--- src/rtl/smc_pkg.sv ---
// Shared constants, state encoding and reduction weights for the smc_calc_seq sequencer.
// Weights apply only when SMC_WEIGHTED_SUM_EN is defined.
package smc_pkg;
  localparam int N_CH  = 6;
  localparam int DW    = 3;
  localparam int OW    = 10;
  localparam int IDX_W = 3;

  localparam int MODE_ID_BIT  = 0;
  localparam int MODE_MAX_BIT = 1;

  localparam int WGT_R0 = 3;
  localparam int WGT_R1 = 4;
  localparam int WGT_R2 = 5;

  typedef enum logic [1:0] {
    IDLE = 2'd0,
    LOAD = 2'd1,
    CALC = 2'd2,
    OUT  = 2'd3
  } state_t;
endpackage

--- src/rtl/smc_calc_unit.sv ---
// Combinational MOSFET Id/gm evaluator, triode or saturation selected by v = Vgs-1 versus Vds.
module smc_calc_unit
  import smc_pkg::*;
(
  input  logic [DW-1:0] Vgs,
  input  logic [DW-1:0] Vds,
  input  logic [DW-1:0] W,
  output logic [OW-1:0] Id,
  output logic [OW-1:0] gm
);
  logic [OW-1:0] v;
  logic [OW-1:0] vds;
  logic [OW-1:0] w;
  logic [OW-1:0] id_num;
  logic [OW-1:0] gm_num;

  always_comb begin
    v   = OW'(Vgs) - OW'(1);
    vds = OW'(Vds);
    w   = OW'(W);
    // The triode numerator is non-negative because v > vds on that branch.
    if (v > vds) begin
      id_num = w * ((OW'(2) * v * vds) - (vds * vds));
      gm_num = OW'(2) * w * vds;
    end else begin
      id_num = w * v * v;
      gm_num = OW'(2) * w * v;
    end
    Id = id_num / OW'(3);
    gm = gm_num / OW'(3);
  end
endmodule

--- src/rtl/smc_calc_seq.sv ---
// Loads N_CH channels serially, evaluates them through one shared calc unit and reduces the three
// most extreme results. Define SMC_WEIGHTED_SUM_EN for the 3/4/5 weighted reduction.
module smc_calc_seq
  import smc_pkg::*;
(
  input  logic          clk,
  input  logic          reset,
  input  logic          in_valid,
  input  logic [1:0]    mode,
  input  logic [DW-1:0] Vgs,
  input  logic [DW-1:0] Vds,
  input  logic [DW-1:0] W,
  output logic          out_valid,
  output logic [OW-1:0] out_n,
  output logic          busy
);
  state_t        state;
  state_t        state_nxt;
  logic [IDX_W-1:0] idx;
  logic [1:0]    mode_r;
  logic [DW-1:0] rf_vgs [N_CH];
  logic [DW-1:0] rf_vds [N_CH];
  logic [DW-1:0] rf_w   [N_CH];
  logic [OW-1:0] r0, r1, r2;
  logic [OW-1:0] r0_nxt, r1_nxt, r2_nxt;
  logic [OW-1:0] calc_id, calc_gm, cand;
  logic          last_idx;
  logic          max_mode;

  function automatic logic better(input logic [OW-1:0] a, input logic [OW-1:0] b,
                                  input logic is_max);
    return is_max ? (a > b) : (a < b);
  endfunction

  function automatic logic [OW-1:0] reduce3(input logic [OW-1:0] a, input logic [OW-1:0] b,
                                            input logic [OW-1:0] c);
`ifdef SMC_WEIGHTED_SUM_EN
    return OW'(WGT_R0) * a + OW'(WGT_R1) * b + OW'(WGT_R2) * c;
`else
    return a + b + c;
`endif
  endfunction

  assign last_idx = (idx == IDX_W'(N_CH - 1));
  assign max_mode = mode_r[MODE_MAX_BIT];

  smc_calc_unit u_calc (
    .Vgs (rf_vgs[idx]),
    .Vds (rf_vds[idx]),
    .W   (rf_w[idx]),
    .Id  (calc_id),
    .gm  (calc_gm)
  );

  always_ff @(posedge clk or negedge reset) begin
    if (!reset) state <= IDLE;
    else        state <= state_nxt;
  end

  always_comb begin
    state_nxt = state;
    busy      = (state != IDLE);
    out_valid = (state == OUT);
    out_n     = '0;
    case (state)
      IDLE: if (in_valid) state_nxt = LOAD;
      LOAD: begin
        if (!in_valid)     state_nxt = IDLE;
        else if (last_idx) state_nxt = CALC;
      end
      CALC: if (last_idx) state_nxt = OUT;
      OUT: begin
        state_nxt = IDLE;
        out_n     = reduce3(r0, r1, r2);
      end
      default: state_nxt = IDLE;
    endcase
  end

  // Strict compare: an equal candidate slides below existing entries rather than displacing them.
  always_comb begin
    cand   = mode_r[MODE_ID_BIT] ? calc_id : calc_gm;
    r0_nxt = r0;
    r1_nxt = r1;
    r2_nxt = r2;
    if (better(cand, r0, max_mode)) begin
      r0_nxt = cand;
      r1_nxt = r0;
      r2_nxt = r1;
    end else if (better(cand, r1, max_mode)) begin
      r1_nxt = cand;
      r2_nxt = r1;
    end else if (better(cand, r2, max_mode)) begin
      r2_nxt = cand;
    end
  end

  always_ff @(posedge clk or negedge reset) begin
    if (!reset) begin
      idx    <= '0;
      mode_r <= '0;
      r0     <= '0;
      r1     <= '0;
      r2     <= '0;
      for (int i = 0; i < N_CH; i++) begin
        rf_vgs[i] <= '0;
        rf_vds[i] <= '0;
        rf_w[i]   <= '0;
      end
    end else begin
      case (state)
        IDLE: begin
          if (in_valid) begin
            rf_vgs[0] <= Vgs;
            rf_vds[0] <= Vds;
            rf_w[0]   <= W;
            mode_r    <= mode;
            idx       <= IDX_W'(1);
          end
        end
        LOAD: begin
          if (!in_valid) begin
            idx <= '0;
          end else begin
            rf_vgs[idx] <= Vgs;
            rf_vds[idx] <= Vds;
            rf_w[idx]   <= W;
            if (last_idx) begin
              idx <= '0;
              r0  <= max_mode ? '0 : '1;
              r1  <= max_mode ? '0 : '1;
              r2  <= max_mode ? '0 : '1;
            end else begin
              idx <= idx + IDX_W'(1);
            end
          end
        end
        CALC: begin
          r0  <= r0_nxt;
          r1  <= r1_nxt;
          r2  <= r2_nxt;
          idx <= last_idx ? '0 : idx + IDX_W'(1);
        end
        OUT: begin
          r0 <= '0;
          r1 <= '0;
          r2 <= '0;
        end
        default: ;
      endcase
    end
  end
endmodule

--- config.mk ---
export PLATFORM = sky130hd
export DESIGN_NAME = smc_calc_seq
export DESIGN_NICKNAME = d
export VERILOG_FILES = /design/src/rtl/smc_pkg.sv /design/src/rtl/smc_calc_unit.sv /design/src/rtl/smc_calc_seq.sv
export SDC_FILE = /design/constraint.sdc
export NUM_CORES = 1
export LEC_CHECK = 0
export BUFFER_PORTS_ARGS = -buffer_cell sky130_fd_sc_hd__buf_2
export CORE_MARGIN = 2
export CORE_UTILIZATION = 30
export DETAILED_ROUTE_END_ITERATION = 16
export HOLD_SLACK_MARGIN = 0.15
export PLACE_DENSITY = 0.43
export RECOVER_POWER = 50
export SYNTH_ARGS = -nofsm -noshare
export SYNTH_HDL_FRONTEND = slang
export SYNTH_SLANG_ARGS = --single-unit
--- constraint.sdc ---
create_clock -name clk -period 15.5 [get_ports clk]
set_clock_uncertainty 0.1 [all_clocks]
set_input_delay 3.875 -clock clk [delete_from_list [all_inputs] [get_ports clk]]
set_output_delay 3.875 -clock clk [all_outputs]
set_load 0.02 [all_outputs]
Word level (Yosys, flattened, before mapping)
Cells that the tools add are included.
W data, S select, Z words.
{"block": "classes", "n_shift": 0, "n_reduce_logical": 14, "n_mul": 7, "eq_ne": 12, "bitwise": 1, "div_mod_pow": 2, "mux": 51, "n_lt_le_gt_ge": 9, "n_addsub": 5}
{"op": "$mux W10", "n": 13}
{"op": "$pmux W10 S3", "n": 3}
{"op": "$bwmux W18", "n": 3}
{"op": "$mux W18", "n": 3}
{"op": "$mux W3", "n": 13}
{"op": "$gt A10 B10 Y1", "n": 3}
{"op": "$lt A10 B10 Y1", "n": 3}
{"op": "$bmux W3 S3", "n": 3}
{"op": "$add A10 B10 Y10", "n": 2}
{"op": "$div A10 B2 Y10 const B", "n": 2}
{"op": "$mul A3 B10 Y10", "n": 2}
{"op": "$pmux W3 S2", "n": 3}
{"op": "$mul A3 B3 Y6", "n": 2}
{"op": "$reduce_and A4 Y1", "n": 3}
{"op": "$gt A10 B3 Y1", "n": 1}
{"op": "$mul A10 B10 Y10", "n": 1}
{"op": "$mul A3 B10 Y9", "n": 1}
{"op": "$ne A2 B2 Y1 const B", "n": 5}
{"op": "$sub A10 B6 Y10", "n": 1}
{"op": "$demux W3 S3", "n": 1}
{"op": "$mul A9 B3 Y9", "n": 1}
{"op": "$pmux W3 S3", "n": 1}
{"op": "$mux W2", "n": 4}
{"op": "$pmux W2 S4", "n": 1}
{"op": "other kinds (17)", "n": 26}
{"block": "word_totals", "reg_bits": 91, "elab_cells": 125, "in_bits": 14, "rom_bits": 0, "out_inout_bits": 12, "n_memories": 0, "ramBits": 0, "latchBits": 0}

Longest topological paths before layout
Gate-level depths: netlist of run 1.
{"block": "logic_depth", "word_depth": 17, "mapped_depth": 68, "mapped_depth_nobuf": 62}

By module
Synthesis of run 1 repeated with hierarchy kept, for this count alone.
{"block": "unflattened", "hier_cells": 1241, "hier_area_um2": 10835.4}
{"mod": "smc_calc_seq", "area_each_um2": 5809.3, "seq_area_each_um2": 2277.2, "instances": 1, "cells_per_inst": 555}
{"mod": "smc_calc_unit", "area_each_um2": 5026.1, "seq_area_each_um2": 0.0, "instances": 1, "cells_per_inst": 686}

Worst setup path before layout of run 1
Ideal clock, no wire load.
{"block": "synth_path", "kind": "reg-to-reg", "start": "register idx[0]", "end": "register r2[2]", "n_path_buf": 6, "synth_period_minus_slack_ns": 12.916, "arrival_ns": 12.684, "setup_slack_ns": 2.584, "setup_ns": 0.132, "required_time_ns": 15.268, "path_stages_with_launch": 64, "path_cell_list": "dfrtp_1 > buf_6 > buf_4 > nor3_1 > nor3_1 > clkbuf_1 > ha_1 > or4_1 > nand2_1 > clkinv_1 > nand2_1 > fa_1 > inv_1 > ha_1 > fa_1 > a21o_1 > a21oi_1 > xnor2_1 > [28 not listed] > a21oi_2 > ha_1 > nor2b_1 > o21a_1 > o21a_1 > o21a_1 > o21ai_0 > nand2b_1 > a21oi_1 > nor2b_1 > o21ai_0 > a21oi_1 > mux2i_1 > nor2_1 > clkbuf_1 > mux2_2 > a211oi_1 > a21oi_1"}
{"block": "synth_via", "elab_chain_len": 16, "word_cells_on_any_way": 42, "cone_classes": "add/sub: 2; mul: 7; div: 2; order compare: 7; eq/ne: 3; mux: 19; bitwise: 1; reduce/logical: 1"}
{"element": "start, declared", "line_no": "smc_calc_seq.sv:19", "rtl": "logic [IDX_W-1:0] idx;"}
{"element": "start signal, assigned", "line_no": "smc_calc_seq.sv:134", "rtl": "idx <= idx + IDX_W'(1);"}
{"element": "start signal, assigned", "line_no": "smc_calc_seq.sv:142", "rtl": "idx <= last_idx ? '0 : idx + IDX_W'(1);"}
{"element": "$not A3 Y4 (implied by the code)", "line_no": "smc_calc_seq.sv:48, smc_calc_seq.sv:49, smc_calc_seq.sv:50"}
{"element": "$bmux W3 S3", "line_no": "smc_calc_seq.sv:48", "rtl": ".Vgs (rf_vgs[idx]),"}
{"element": "$mux W3 (implied by the code) (2 in series)", "line_no": "smc_calc_seq.sv:48"}
{"element": "$sub A3 B1 Y4", "line_no": "smc_calc_unit.sv:18", "rtl": "v = OW'(Vgs) - OW'(1);"}
{"element": "$mul A9 B3 Y9", "line_no": "smc_calc_unit.sv:23", "rtl": "id_num = w * ((OW'(2) * v * vds) - (vds * vds));"}
{"element": "$sub A10 B6 Y10", "line_no": "smc_calc_unit.sv:23"}
{"element": "$mul A3 B10 Y10", "line_no": "smc_calc_unit.sv:23"}
{"element": "$mux W10", "line_no": "smc_calc_unit.sv:22", "rtl": "if (v > vds) begin"}
{"element": "$div A10 B2 Y10", "line_no": "smc_calc_unit.sv:29", "rtl": "Id = id_num / OW'(3);"}
{"element": "$mux W10", "line_no": "smc_calc_seq.sv:82", "rtl": "cand = mode_r[MODE_ID_BIT] ? calc_id : calc_gm;"}
{"element": "$lt A10 B10 Y1 / $gt A10 B10 Y1 (equally long branches)", "line_no": "smc_calc_seq.sv:32", "rtl": "return is_max ? (a > b) : (a < b);"}
{"element": "$mux W1", "line_no": "smc_calc_seq.sv:32"}
{"element": "$mux W10", "line_no": "smc_calc_seq.sv:90", "rtl": "end else if (better(cand, r1, max_mode)) begin"}
{"element": "$mux W10", "line_no": "smc_calc_seq.sv:86", "rtl": "if (better(cand, r0, max_mode)) begin"}
{"element": "$pmux W10 S3", "line_no": "smc_calc_seq.sv:111", "rtl": "case (state)"}
{"element": "end signal, assigned", "line_no": "smc_calc_seq.sv:132", "rtl": "r2 <= max_mode ? '0 : '1;"}
{"element": "end signal, assigned", "line_no": "smc_calc_seq.sv:141", "rtl": "r2 <= r2_nxt;"}
{"element": "end, declared", "line_no": "smc_calc_seq.sv:24", "rtl": "logic [OW-1:0] r0, r1, r2;"}
Several ways; a longest one is shown, not always the timed one. The select of a mux whose other input is x is not followed.
A chain may end at the register's enable or synchronous reset.

Worst setup path in the final report of run 1
{"block": "layout_path", "start": "register idx[2]", "end": "register r0[0]"}
{"block": "layout_via", "elab_chain_len": 15, "word_cells_on_any_way": 34, "cone_classes": "add/sub: 2; mul: 7; div: 2; order compare: 3; eq/ne: 3; mux: 15; bitwise: 1; reduce/logical: 1"}
{"element": "$not A3 Y4 (implied by the code)", "line_no": "smc_calc_seq.sv:48, smc_calc_seq.sv:49, smc_calc_seq.sv:50"}
{"element": "$bmux W3 S3", "line_no": "smc_calc_seq.sv:48"}
{"element": "$mux W3 (implied by the code) (2 in series)", "line_no": "smc_calc_seq.sv:48"}
{"element": "$sub A3 B1 Y4", "line_no": "smc_calc_unit.sv:18"}
{"element": "$mul A9 B3 Y9", "line_no": "smc_calc_unit.sv:23"}
{"element": "$sub A10 B6 Y10", "line_no": "smc_calc_unit.sv:23"}
{"element": "$mul A3 B10 Y10", "line_no": "smc_calc_unit.sv:23"}
{"element": "$mux W10", "line_no": "smc_calc_unit.sv:22"}
{"element": "$div A10 B2 Y10", "line_no": "smc_calc_unit.sv:29"}
{"element": "$mux W10", "line_no": "smc_calc_seq.sv:82"}
{"element": "$lt A10 B10 Y1 / $gt A10 B10 Y1 (equally long branches)", "line_no": "smc_calc_seq.sv:32"}
{"element": "$mux W1", "line_no": "smc_calc_seq.sv:32"}
{"element": "$ne A2 B2 Y1 (no source line)"}
{"element": "$reduce_and A4 Y1 (no source line)"}
{"element": "end signal, assigned", "line_no": "smc_calc_seq.sv:130", "rtl": "r0 <= max_mode ? '0 : '1;"}
{"element": "end signal, assigned", "line_no": "smc_calc_seq.sv:139", "rtl": "r0 <= r0_nxt;"}
{"element": "end, declared", "line_no": "smc_calc_seq.sv:24"}
Several ways; a longest one is shown, not always the timed one. The select of a mux whose other input is x is not followed.

==> flow_summary_export.csv, run 1 <==
group,metric,value,unit
logic_synthesis,syn_inst,1135,
logic_synthesis,synth_ff_type,"dfrtp_1",
sta,max_freq,69.55,MHz
sta,hold_violations,0,
die,rows,67,
job,maxCapViolations,1,
logic_synthesis,synth-async-reset-ratio,100.0,%
die,die_w,187.8,um
detailed_routing,first_pass_iters,5,
detailed_routing,vias_per_cell,4.975,
detailed_routing,antenna_left,0,
sta,rsz0062_at_grt,"false",
sta,max_slew_margin,-158.3,%
setup_path,cp-start-kind,"register",
global_routing,grt_pass1_wl,44500,um
final_layout,antennaDiodeCount,0,
cts,cts.sinks,91,
global_routing,overflow,0,
status,run_status,"complete, but fails checks",
sta,drv_slew,71,
global_routing,grt_pass1_vias,8164,
detailed_routing,wl,26620,um
logic_synthesis,ys_top_cells_by_area,"dfrtp_1, ha_1, fa_1",
cts,clk_pin_slew_worst_paths,0.07,ns
logic_synthesis,ys_warn_count,0,
die,core,33360,sq um
setup_path,crit_path_max_incr_delay,0.60,ns
cts,cts_setup_buffers,0,
die,die_area,35280,sq um
sta,period_minus_slack,14.38,ns
final_layout,finalNetCount,1332,
detailed_routing,drc,0,
cts,hold_buffers,0,
cts,clock_path_buffers,2,
setup_path,worst-path-max-fanout,20,
logic_synthesis,ys_ff_latch,91,
logic_synthesis,synth.distinct_cells,84,
die,ios,26,
global_routing,antenna_found_initial,0,
detailed_routing,routedWlPerCell,16.51,um
logic_synthesis,yosysTopAreaCell,"dfrtp_1",
setup_path,crit_top_cell,"inv_1",
logic_synthesis,synth_common_cells,"nand2_1, inv_1, ha_1",
global_routing,grt_max_degree,71,
final_layout,area_delta_synth_final,9.996,%
setup_path,endpoint_kind,"register",
logic_synthesis,syn_avg_cell_area,8.933,sq um
sta,finalSetupViolCount,0,
sta,period_share,92.77,%
sta,tns,0,ns
worst_hold_path,min_path_type,"reg2reg",
die,die_y,187.8,um
logic_synthesis,synth_edf_count,0,
logic_synthesis,synth.top_cell.area_share,22.46,%
setup_path,cp.required,15.62,ns
status,failed_checks,"capacitance limit, slew limit",
setup_path,arrival,14.50,ns
final_layout,drive_above_1_share,14.78,%
logic_synthesis,synth.most_common_cell,"nand2_1",
cts,tritoncts,"built",
die,initial_core_util,30.39,%
cts,cts_made_buffers,9,
cts,root_buffer,"clkbuf_16",
setup_path,critPathKind,"reg2reg",
sta,tightestPinTransition,3.875,ns
detailed_routing,drt_iter0_markers,373,
placement,gp_congestion,0.8234,
cts,clock_latency,0.35,ns
setup_path,crit_path_top_delay_cell,"or4_1",
cts,htree_levels,3,
detailed_routing,vias,8019,
placement,portBuffers,25,
logic_synthesis,synth_nets,1308,
global_routing,grt.total_usage,15.64,%
logic_synthesis,ys_seq_area_share,22.46,%
logic_synthesis,netlist_area,10140,sq um
placement,place_hpwl,20670,um
cts,ctsResizeCount,0,
-- path summary, 6_finish.rpt --
kind	slack, ns	from	endpoint	cells past startpoint
worst max-delay path	1.12	idx[2]$_DFFE_PN0P_	r0[0]$_DFFE_PN0P_	61
worst min-delay path	0.40	rf_vds[5]$_DFFE_PN0P_	rf_vds[5]$_DFFE_PN0P_	1
worst max register to register	1.12	idx[2]$_DFFE_PN0P_	r0[0]$_DFFE_PN0P_	61
worst min register to register	0.40	rf_vds[5]$_DFFE_PN0P_	rf_vds[5]$_DFFE_PN0P_	1
max in group asynchronous	7.06	reset	idx[0]$_DFFE_PN0P_	2
min in group asynchronous	3.68	reset	r0[2]$_DFFE_PN0P_	1
-- critical path: cells and delay by family (launching register included) --
| kind | cells | cell delay, ns |
|---|---|---|
| and+or+nand+nor | 14 | 3.25 |
| buffers and inverters | 11 | 1.31 |
| AOI/OAI and AO/OA | 22 | 4.19 |
| adders and majority gates | 11 | 4.19 |
| muxes | 2 | 0.44 |
| xor gates and xnor gates | 1 | 0.20 |
| DFF | 1 | 0.52 |
-- per-layer routing --
metal	GRT usage (%)	part of all wire (%)	vias up
met3	1.160	2.0	23
met4	3.998	1.5	0
met2	25.57	46	99
met1	22.35	51	3925
li1	-	-	3972
met5	0	0	-
-- placed cells by master, fill, tap and decap left out, drive strengths merged, types with 11 or more instances in the layout --
cell type / netlist / routed
a211oi: 16 / 16
a21o: 23 / 23
a21oi: 69 / 69
and2: 23 / 23
buf: 9 / 48
clkbuf: 31 / 15
dfrtp: 91 / 91
fa: 52 / 52
ha: 107 / 107
inv: 128 / 131
mux2: 73 / 73
mux2i: 19 / 19
nand2: 130 / 130
nand2b: 17 / 17
nand3: 11 / 11
nor2: 68 / 68
nor2b: 17 / 17
nor3: 13 / 13
o21a: 11 / 11
o21ai: 54 / 54
o22ai: 11 / 11
xnor2: 35 / 35
xor2: 14 / 14
-- kinds of logic after synthesis --
group | after synthesis | share of synthesized area, %
AOI/OAI and AO/OA | 249 | 16.12
DFF | 91 | 22.46
buffers and inverters | 172 | 6.751
muxes | 99 | 11.58
and+or+nand+nor | 314 | 14.87
adders and majority gates | 159 | 23.47
xor gates and xnor gates | 51 | 4.751
-- area by class of cell --
cell class | count | area [sq um]
fillers | 3557 | 22210
clock inverters | 6 | 70.07
multi-input cells | 872 | 7186
repair buffers | 53 | 321.6
inverters | 132 | 495.5
well taps | 448 | 560.5
clock buffers | 10 | 239.0
flip-flops and latches | 91 | 2280
-- flip-flops by register name (all words and copies together) (netlist names), named ones only --
register / cells
idx: 3
mode_r: 2
r0: 10
r1: 10
r2: 10
rf_vds: 18
rf_vgs: 18
rf_w: 18
state: 1
-- per-stage QoR --
stage	cell area (sq um)	std cells	util (%)	setup slack, ns	hold WS, ns
CTS	11160	1612	33.45	0.7455	0.4081
detailed placement	10850	1596	32.53	0.7999	0.3904
floorplan	10140	1135	-	2.584	0.3737
global route	11150	1612	33.42	0.07012	0.4145
global placement	10850	1596	32.53	0.9782	0.3843
finish	11150	1612	33.42	1.121	0.4017
Power of run 1 is left out: the tool's default activity adds up to more than one toggle a clock period on the data nets, which glitch-free logic cannot reach.
==> inputs of run 2 (changes only) <==
Settings changed: REMOVE_ABC_BUFFERS set to 1.
==> run 2 against run 1 <==
Critical path depth shrank 1. Sequential cell count unchanged. Hold slack better by 0.0011 ns. Die area is the same. Count of clock-buffer cells in the layout is 1 lower. The run still ends with capacitance limit, slew limit left. Critical endpoint is now r2[9]$_DFFE_PN0P_. Non-clock buffer count down 1.
==> flow_summary_export.csv, run 2 (synthesis gave the netlist of run 1 again) <==
group,metric,value,unit
setup_path,cp-startpoint,"idx[1]$_DFFE_PN0P_",
die,initial_core_util,30.39,%
setup_path,crit_path_top_delay_cell,"dfrtp_1",
cts,clock_latency,0.35,ns
detailed_routing,first_pass_iters,5,
setup_path,cp-start-kind,"register",
global_routing,antenna_found_initial,0,
cts,cts_setup_buffers,0,
placement,portBuffers,25,
setup_path,crit_buf_inv,10,
final_layout,reg.largest.list,"rf_vds: 18 flops, rf_vgs: 18 flops, rf_w: 18 flops",
cts,tritoncts,"built",
detailed_routing,vias,8027,
final_layout,finalNetCount,1331,
detailed_routing,drc,0,
sta,tightestPinTransition,3.264,ns
global_routing,grt_max_degree,61,
sta,hold_violations,0,
worst_hold_path,min_delay_worst_endpoint,"rf_w[4]$_DFFE_PN0P_",
die,rows,67,
final_layout,area_delta_synth_final,9.897,%
setup_path,reg2regPathDepth,60,
cts,clk_pin_slew_worst_paths,0.07,ns
setup_path,rr_startpoint,"idx[1]$_DFFE_PN0P_",
sta,period_share,92.41,%
worst_hold_path,min_from,"rf_w[4]$_DFFE_PN0P_",
cts,clock_path_buffers,2,
final_layout,antennaDiodeCount,0,
cts,root_buffer,"clkbuf_16",
sta,max_slew_margin,-117.6,%
global_routing,overflow,0,
detailed_routing,vias_per_cell,4.983,
setup_path,r2r_end,"r2[9]$_DFFE_PN0P_",
setup_path,cp.required,15.63,ns
worst_hold_path,min_path_cells,1,
detailed_routing,antenna_left,0,
die,die_area,35280,sq um
setup_path,arrival,14.46,ns
cts,cts.sinks,91,
sta,rsz0062_at_grt,"false",
die,ios,26,
detailed_routing,routedWlPerCell,16.68,um
cts,hold_buffers,0,
die,die_y,187.8,um
status,run_status,"complete, but fails checks",
sta,period_minus_slack,14.32,ns
global_routing,grt_pass1_wl,45150,um
worst_hold_path,min_path_type,"reg2reg",
detailed_routing,drt_iter0_markers,388,
cts,cts_made_buffers,9,
status,failed_checks,"capacitance limit, slew limit",
global_routing,grt_pass1_vias,8286,
setup_path,cpLargestDelayFamily,"compound AO/OA/AOI/OAI gates",
die,core,33360,sq um
job,maxCapViolations,2,
setup_path,regToRegSetupSlack,1.18,ns
setup_path,critPathKind,"reg2reg",
setup_path,worst-path-max-fanout,15,
placement,place_hpwl,21100,um
sta,finalSetupViolCount,0,
sta,drv_slew,94,
die,die_w,187.8,um
cts,htree_levels,3,
sta,max_freq,69.82,MHz
sta,tns,0,ns
final_layout,drive_above_1_share,15.22,%
setup_path,crit_path_max_incr_delay,0.63,ns
global_routing,grt.total_usage,15.92,%
setup_path,endpoint_kind,"register",
detailed_routing,wl,26880,um
final_layout,layout_common_cells,"inv_1, nand2_1, ha_1, dfrtp_1, mux2_2",
placement,gp_congestion,0.8318,
==> run 2: cell types whose count changed in the layout (fill, tap and decap cells not counted), sizes merged <==
cell | before | now
buf | 48 | 49
bufinv | 1 | 0
clkbuf | 15 | 12
clkinvlp | 0 | 2
==> run 2: metal layers <==
metal | up-vias | track usage (%) | share of wire, %
met1 | 3917 | 23.13 | 52
met5 | - | 0 | 0
li1 | 3964 | - | -
met2 | 127 | 25.74 | 45
met4 | 0 | 3.664 | 1.3
met3 | 19 | 1.217 | 2.0
==> run 2: worst max path at each step <==
| stage | cells after the start | to |
|---|---|---|
| 6_report | 60 | r2[9]$_DFFE_PN0P_ |
| 5_1_grt | 60 | r2[9]$_DFFE_PN0P_ |
| 4_1_cts | 56 | r2[9]$_DFFE_PN0P_ |
| 3_5_place_dp | 56 | r2[9]$_DFFE_PN0P_ |
| 3_3_place_gp | 56 | r2[9]$_DFFE_PN0P_ |
| 2_1_floorplan | 56 | r1[0]$_DFFE_PN0P_ |
==> run 2: layout make-up <==
type	count	area, sq um
clock buffer	9	225.2
clock inverter	7	48.80
fill	3569	22220
inverter	132	499.2
multi-input combinational	872	7207
sequential	91	2280
tap	448	560.5
timing repair buffer	52	321.6
==> run 2: through the flow <==
stage          worst slack (ns)  util [%]  instance area, sq um  hold WS [ns]  std cells
4_1_cts                  0.7167     33.33                 11120        0.4080       1611
3_5_place_dp             0.7940     32.51                 10850        0.3889       1595
6_report                  1.177     33.39                 11140        0.4028       1611
5_1_grt                 0.02403     33.39                 11140        0.4164       1611
2_1_floorplan            0.1943         -                  9950        0.3737       1095
3_3_place_gp             0.9704     32.51                 10850        0.3835       1595
==> run 2: what timing repair did <==
action                                  4_1_cts  5_1_grt
gates resized for setup                       0        8
endpoints found under the setup margin        0       30
hold endpoints to repair                      0        0
Power of run 2 is left out for the same reason.
